==> src/rtl/wb_arbiter.sv <==
// wb_arbiter: two-source writeback arbiter in front of a register file.
// Source 0 is the ALU writeback, source 1 is the load-unit writeback. A
// granted write is presented to the register file one cycle after its
// handshake; write_register = 0 means "no write this cycle".
// Build option: define WB_ARBITER_FIXED_PRIORITY_EN to make source 1 always
// win contention. Without it, contention is resolved round-robin against
// grant_last.
module wb_arbiter #(
    parameter int DATA_WIDTH    = 32,
    parameter int NUM_REGISTERS = 32,
    localparam int INDEX_WIDTH  = $clog2(NUM_REGISTERS)
) (
    input  logic                   clk,
    input  logic                   rst,

    input  logic                   req0_valid,
    output logic                   req0_ready,
    input  logic [INDEX_WIDTH-1:0] req0_register,
    input  logic [DATA_WIDTH-1:0]  req0_data,

    input  logic                   req1_valid,
    output logic                   req1_ready,
    input  logic [INDEX_WIDTH-1:0] req1_register,
    input  logic [DATA_WIDTH-1:0]  req1_data,

    output logic [INDEX_WIDTH-1:0] write_register,
    output logic [DATA_WIDTH-1:0]  write_data,
    output logic                   grant_last
);

    logic grant0;
    logic grant1;

    // Pick at most one source per cycle; nothing is granted while in reset.
    always_comb begin
        // NOTE: every signal gets a default first so no path leaves it unassigned (no latch).
        grant0 = 1'b0;
        grant1 = 1'b0;
        if (!rst) begin
            if (req0_valid && req1_valid) begin
`ifdef WB_ARBITER_FIXED_PRIORITY_EN
                // Loads always win; the ALU result waits.
                grant1 = 1'b1;
`else
                // Round-robin: whoever was not granted last goes now.
                if (grant_last) begin
                    grant0 = 1'b1;
                end else begin
                    grant1 = 1'b1;
                end
`endif
            end else begin
                grant0 = req0_valid;
                grant1 = req1_valid;
            end
        end
    end

    // A grant only ever accompanies a valid, so ready doubles as the transfer flag.
    assign req0_ready = grant0;
    assign req1_ready = grant1;

    // Register the accepted write for the register file and remember who won.
    always_ff @(posedge clk) begin
        // NOTE: non-blocking assignments so every register samples pre-edge values.
        if (rst) begin
            write_register <= '0;
            write_data     <= '0;
            grant_last     <= 1'b1;   // makes source 0 win the first contention
        end else if (grant0) begin
            write_register <= req0_register;
            write_data     <= req0_data;
            grant_last     <= 1'b0;
        end else if (grant1) begin
            write_register <= req1_register;
            write_data     <= req1_data;
            grant_last     <= 1'b1;
        end else begin
            // Idle cycle: issue a no-op write, keep the last data on the bus.
            write_register <= '0;
        end
    end

endmodule

==> config.mk <==
export PLATFORM = sky130hd
export DESIGN_NAME = wb_arbiter
export DESIGN_NICKNAME = d
export VERILOG_FILES = /design/src/rtl/wb_arbiter.sv
export SDC_FILE = /design/constraint.sdc
export NUM_CORES = 1
export LEC_CHECK = 0
export ABC_AREA = 1
export CAP_MARGIN = 20
export CORE_ASPECT_RATIO = 1.4
export CORE_MARGIN = 4
export CORE_UTILIZATION = 41
export CTS_CLUSTER_DIAMETER = 30
export DETAILED_ROUTE_END_ITERATION = 10
export PLACE_DENSITY = 0.84
export SLEW_MARGIN = 20
export SYNTH_ARGS = -nofsm -noshare
export SYNTH_HDL_FRONTEND = slang
export SYNTH_SLANG_ARGS = --single-unit
==> constraint.sdc <==
create_clock -name clk -period 4 [get_ports clk]
set_clock_uncertainty 0.1 [all_clocks]
set_input_delay 0.6 -clock clk [delete_from_list [all_inputs] [get_ports clk]]
set_output_delay 0.6 -clock clk [all_outputs]
set_load 0.01 [all_outputs]
==> results.md <==
* Final total power at 0.967 mW
* DR pass1 iterations at 4
* CTS tree: built
* Max-cap violations at 0
* NumNets Final at a little under 500
* Seq cells post-synth at 38
* Skew-Pair Late Insertion Delay at roughly 280 ps
* Most frequent cells in the layout: clkdlybuf4s50_1, nor2_1, nand2_1
* Port bufs at 117
* Power Dens Cells at between 200 and 300 nW/um^2
* Placed cells at 473
* Worst relative slew slack at 0.549
* GPL Wtd Cong at 0.791
* Initial antenna violation count at 0
* Share of layout cells above drive strength 1 at 0.0384
* Hold_ws at 414 ps
* Most common cell after layout, fill and taps aside: clkdlybuf4s50_1
* IR drop worst, VDD at 0.000249 V
* End-of-flow core utilization at 0.696
* Row count at 29
* Clock Pin Slew Worst Setup and Hold Paths at 70 ps
* Final setup fails at 0
* CTS hold repair buffers at 0
* Worst slack at placement at between 900 and 1000 ps
* Worst setup margin at ~950 ps
* N_diodes at 0
* Unrepaired setup endpoints after global routing: no
* Mapped Cells at 311
* Die X at between 60 and 70 um
* Area growth, synth to finish at 61.6%
* Most Crowded Layer GR: met2
* IO Count at about 120
* CP max FO at 35
* Initial drt markers at 116
* Worst setup path category: input port to output port
* Drt wl/cell at between 10 and 15 um
* Post-Layout Cell Count at ~480
* Tcrit/Tclk final at 0.762
* Syn. warnings at 0
* Clock sink count at 38
* Leakage at 1.45 nW
* Vias/cell at ~4.8
* Final ANT Viol Nets at 0
* Setup TNS at 0 ps
* CTS Root Cell: clkbuf_8
* HP Class: flop to flop
* GRT Residual Overflow at 0
* Worst Path Required at roughly 3300 ps
* Die footprint at 6070 um^2
* Multi-input gate area at 967 um^2
* Post-synth cell types at 18
* Placed cell areas at 3140 um^2
* Register area share after synthesis at 0.380
* Via Count at 2291
* Worst setup EP type: output port
* Fmax at approximately 0.33 GHz
* Detailed Place HPWL at 4230 um
* Drt drc at 0
* Vias in the first global route at 2129
* GR Layer Usage met1 at 0.195
* Total length of routed wires at about 5700 um
* Met2 Use GR at 0.358
* Syn_area_per_cell at around 6.4 um^2
* Fin. Hold Viols at 0
* H-tree depth at 2
* Worst-margin pin slew at between 600 and 700 ps
* Mapped Nets at 389
* Die height at 90.6 um
* CTS buffer count at 5
* Register Area at about 760 um^2
* Mapped Area at 2000 um^2
* Initial core utilization at 0.430
* Status: finished, final reports clean
* Met3 Use GR at 0.0598
* FILL cells at 444
* Post-CTS Setup Inserts at 0
* Cell area after layout at 3230 um^2
* Critical Path AT at 2350 ps
* Crit path time final at 3050 ps
* CTS Buffer Depth at 2
* CORE AREA at 4640 um^2
* Largest net degree at the start of global routing at 65
* Tot GR Track Use at 0.190
* CP startpoint kind: input port
* Fin. max-slew vios at 0
* Resized cells post-CTS at 0
* First-pass GRT wire length at 9220 um
[power by group]
part | internal [mW] | switching (mW) | total [mW]
logic | 0.162 | 0.124 | 0.286
clock network | 0.133 | 0.121 | 0.254
registers | 0.411 | 0.0153 | 0.427
[logic make-up (layout without fill, tap and decap cells)]
logic type / after synthesis / count (layout) / share of synthesized area
compound gates: 67 / 67 / 0.174
buf+inv: 58 / 164 / 0.140
simple gates: 148 / 148 / 0.306
flops: 38 / 38 / 0.380
[critical path: stages]
cell	delay (ps)
clkdlybuf4s50_1	550
inv_4	320
nand2_4	90
a21oi_1	200
clkdlybuf4s50_1	590
[synth_stat cells (all sizes together)]
cell	number	area share
a21oi	33	0.083
a31oi	1	0.0031
buf	18	0.063
clkbuf	3	0.0056
dfxtp	38	0.38
inv	37	0.071
nand2	50	0.098
nand3	33	0.083
nor2	65	0.13
o21ai	33	0.088
[state kept, by name, summed over array words and instances (netlist names)]
signal / cells
write_data: 32
grant_last: 1
write_register: 5
[area by class of cell]
cell class,instances,area share
multi-input combinational,215,0.299
timing repair buffer,121,0.372
sequential,38,0.235
inverter,37,0.0438
clock buffer,6,0.0256
tap,62,0.0240
[path summary, 6_finish.rpt]
kind,startpoint,to,slack [ps],cells past startpoint
worst max-delay path,rst,req0_ready,950,5
worst max register to register,grant_last,write_data[0],2500,5
worst min register to register,write_data[19],write_data[19],410,2
worst min-delay path,write_data[19],write_data[19],410,2
[layer usage]
metal | vias up | wire length, um
met2 | 79 | 3110
met1 | 1013 | 2110
met3 | 2 | 434
met5 | - | 0
li1 | 1197 | -
met4 | 0 | 31
No activity file was read; power rests on OpenSTA's default activity.
==> edit, RTL diff (same settings) <==
Make the reset (`rst`) asynchronous in one clocked block.
--- a/src/rtl/wb_arbiter.sv
+++ b/src/rtl/wb_arbiter.sv
@@ -62,5 +62,5 @@
 
     // Register the accepted write for the register file and remember who won.
-    always_ff @(posedge clk) begin
+    always_ff @(posedge clk or posedge rst) begin
         // NOTE: non-blocking assignments so every register samples pre-edge values.
         if (rst) begin
Check against the original RTL: differs if rst is asserted again (counterexample within 4 cycles, from zero or initial values and one cycle with rst high); with rst held inactive, the same outputs for 10 cycles.
==> edit against the original RTL <==
Sequential cell count stayed put. Sequential share of layout area rose by 4.1 points. Cell area rose by 6.7%. Synthesized area rose by 8.9%. Critical endpoint is now req1_ready. Utilization is 2.7 points lower. Power rose by 19%. Routed wire length rose by 10%. Setup slack worse by 83 ps.
==> edit: results (changes against the original RTL) <==
* Reg-to-reg endpoint: write_data[6] (was write_data[0])
* PostCTS Resize Cnt at 0 (unchanged)
* Crit path DAT at 2430 ps (was 2350 ps)
* Grt met1 use at 20.8% (was 19.5%)
* # hold bufs at CTS at 0 (unchanged)
* Vias in the first global route at 2252 (was 2129)
* Yosys warning total at 0 (unchanged)
* Clock transition at path regs at 70 ps (about the same)
* Number of synthesized flops with an enable pin at 0 (unchanged)
* Maximum VDD drop at 0.212 mV (was 0.249 mV)
* Primary FF master, synth: dfrtp_1 (was dfxtp_1)
* Nets at 495 (was 496)
* Global-route wire length before repair at 10.3 mm (was 9.22 mm)
* GR Util met3 at 3.85% (was 5.98%)
* Ys async rst share at 100% (was 0%)
* Final hold vios at 0 (unchanged)
* Routing usage on met2 at 37.7% (was 35.8%)
* Layout cells sized above 1 at 5.02% (was 3.84%)
* Worst Max-Slew Pin Slew at 556 ps (was 675 ps)
* Clk_lat worst skew at 280 ps (about the same)
* Hold Crit Class: flip-flop to flip-flop (unchanged)
* Place WS at 874 ps (was 941 ps)
* CTS H-tree depth at 2 (unchanged)
* IO buf count at 117 (unchanged)
* Clk buf depth at 2 (unchanged)
* GRT Total Usage at 19.2% (was 19.0%)
* Largest registers: write_data: 32 flops, write_register: 5 flops, grant_last: 1 flops (unchanged)
* Gpl congestion at 0.799 (was 0.791)
* Critical R2R Launch: grant_last (unchanged)
* Sequential element share of the synthesized area at 43.7% (was 38.0%)
* Post-Syn Nets at 386 (was 389)
* Antenna-violating nets left at 0 (unchanged)
* Initial antenna violation count at 0 (unchanged)
* Setup bufs post-CTS at 0 (unchanged)
* DP HPWL at 4.54 mm (was 4.23 mm)
* Ant. Diodes at 0 (unchanged)
* CTS root buffer: clkbuf_8 (unchanged)
* Post-synth top cells: nand3_1, nand2_1, inv_1 (was nor2_1, nand2_1, dfxtp_1)
* TritonCTS buffer count at 5 (unchanged)
* Reg2Reg Setup Slack at 2420 ps (was 2500 ps)
* CP Max Fanout at 34 (was 35)
* Status: finished, final reports clean (unchanged)
* Final critical-path required period at 3130 ps (was 3050 ps)
* Crit path from: rst (unchanged)
* Top cells by area, synth: dfrtp_1, nand3_1, nand2_1, inv_1, buf_2 (was dfxtp_1, nor2_1, nand2_1, a21oi_1, nand3_1)
* Dpl cell area at 3340 um^2 (was 3140 um^2)
* Routed WL at 6.28 mm (was 5.69 mm)
* Pre-Repair DR Iteration Count at 4 (unchanged)
* Leak Pwr at 1.84 nW (was 1.45 nW)
* DR iter-0 viols at 79 (was 116)
* Worst reg-to-reg path cell count at 6 (was 5)
* CP endpoint: req1_ready (was req0_ready)
* DR vias/cell at 4.76 (was 4.78)
* Largest net degree at the start of global routing at 39 (was 65)
* Cell variety after synth at 14 (was 18)
## edit: cell type report
class	count	area, um^2
Clock buffer	8	110
Timing Repair Buffer	120	1190
Sequential cell	38	952
Inverter	70	263
Multi-Input combinational cell	182	846
Fill cell	420	1710
Tap cell	66	82.6
## edit: how the worst min path moves through the flow
stage	endpoint	start	cells past startpoint	slack (ps)
2_1_floorplan	grant_last	grant_last	2	440
3_3_place_gp	write_data[5]	write_data[5]	2	390
3_5_place_dp	write_data[26]	write_data[26]	2	400
4_1_cts	write_data[17]	write_data[17]	2	420
5_1_grt	write_data[26]	write_data[26]	2	430
6_report	write_data[17]	write_data[17]	2	410
## edit: metal layers
metal | vias to the layer above | share of wire (%)
li1 | 1156 | -
met1 | 1056 | 39
met2 | 81 | 55
met3 | 10 | 5.0
met4 | 0 | 1.1
met5 | - | 0
## edit: cells by family (layout without fill, tap and decap cells)
kind of cell           after synthesis  in the layout  synth area share, %
flip-flops                          38             38                 43.7
AND/OR/NAND/NOR                    180            180                 38.2
AO/OA/AOI/OAI                        2              2                0.632
buffers and inverters               88            198                 17.4
## edit: report_power, final
group	switching [mW]	internal [mW]	total [mW]	leakage, nW
sequential	0.0307	0.439	0.470	0.464
clock	0.128	0.174	0.302	0.0575
combinational	0.169	0.208	0.377	1.31
total	0.328	0.822	1.15	1.84
## edit: critical path: stages
cell,delay [ps]
clkdlybuf4s50_1,520
inv_2,120
nand2_4,230
a21oi_2,350
clkdlybuf4s50_1,610
## edit: stage by stage
stage	hold WS (ps)	utilization, %	std cells
floorplan	441	-	308
global placement	393	64.7	476
detailed placement	397	64.7	476
CTS	416	66.8	484
global route	431	66.8	484
finish	411	66.8	484
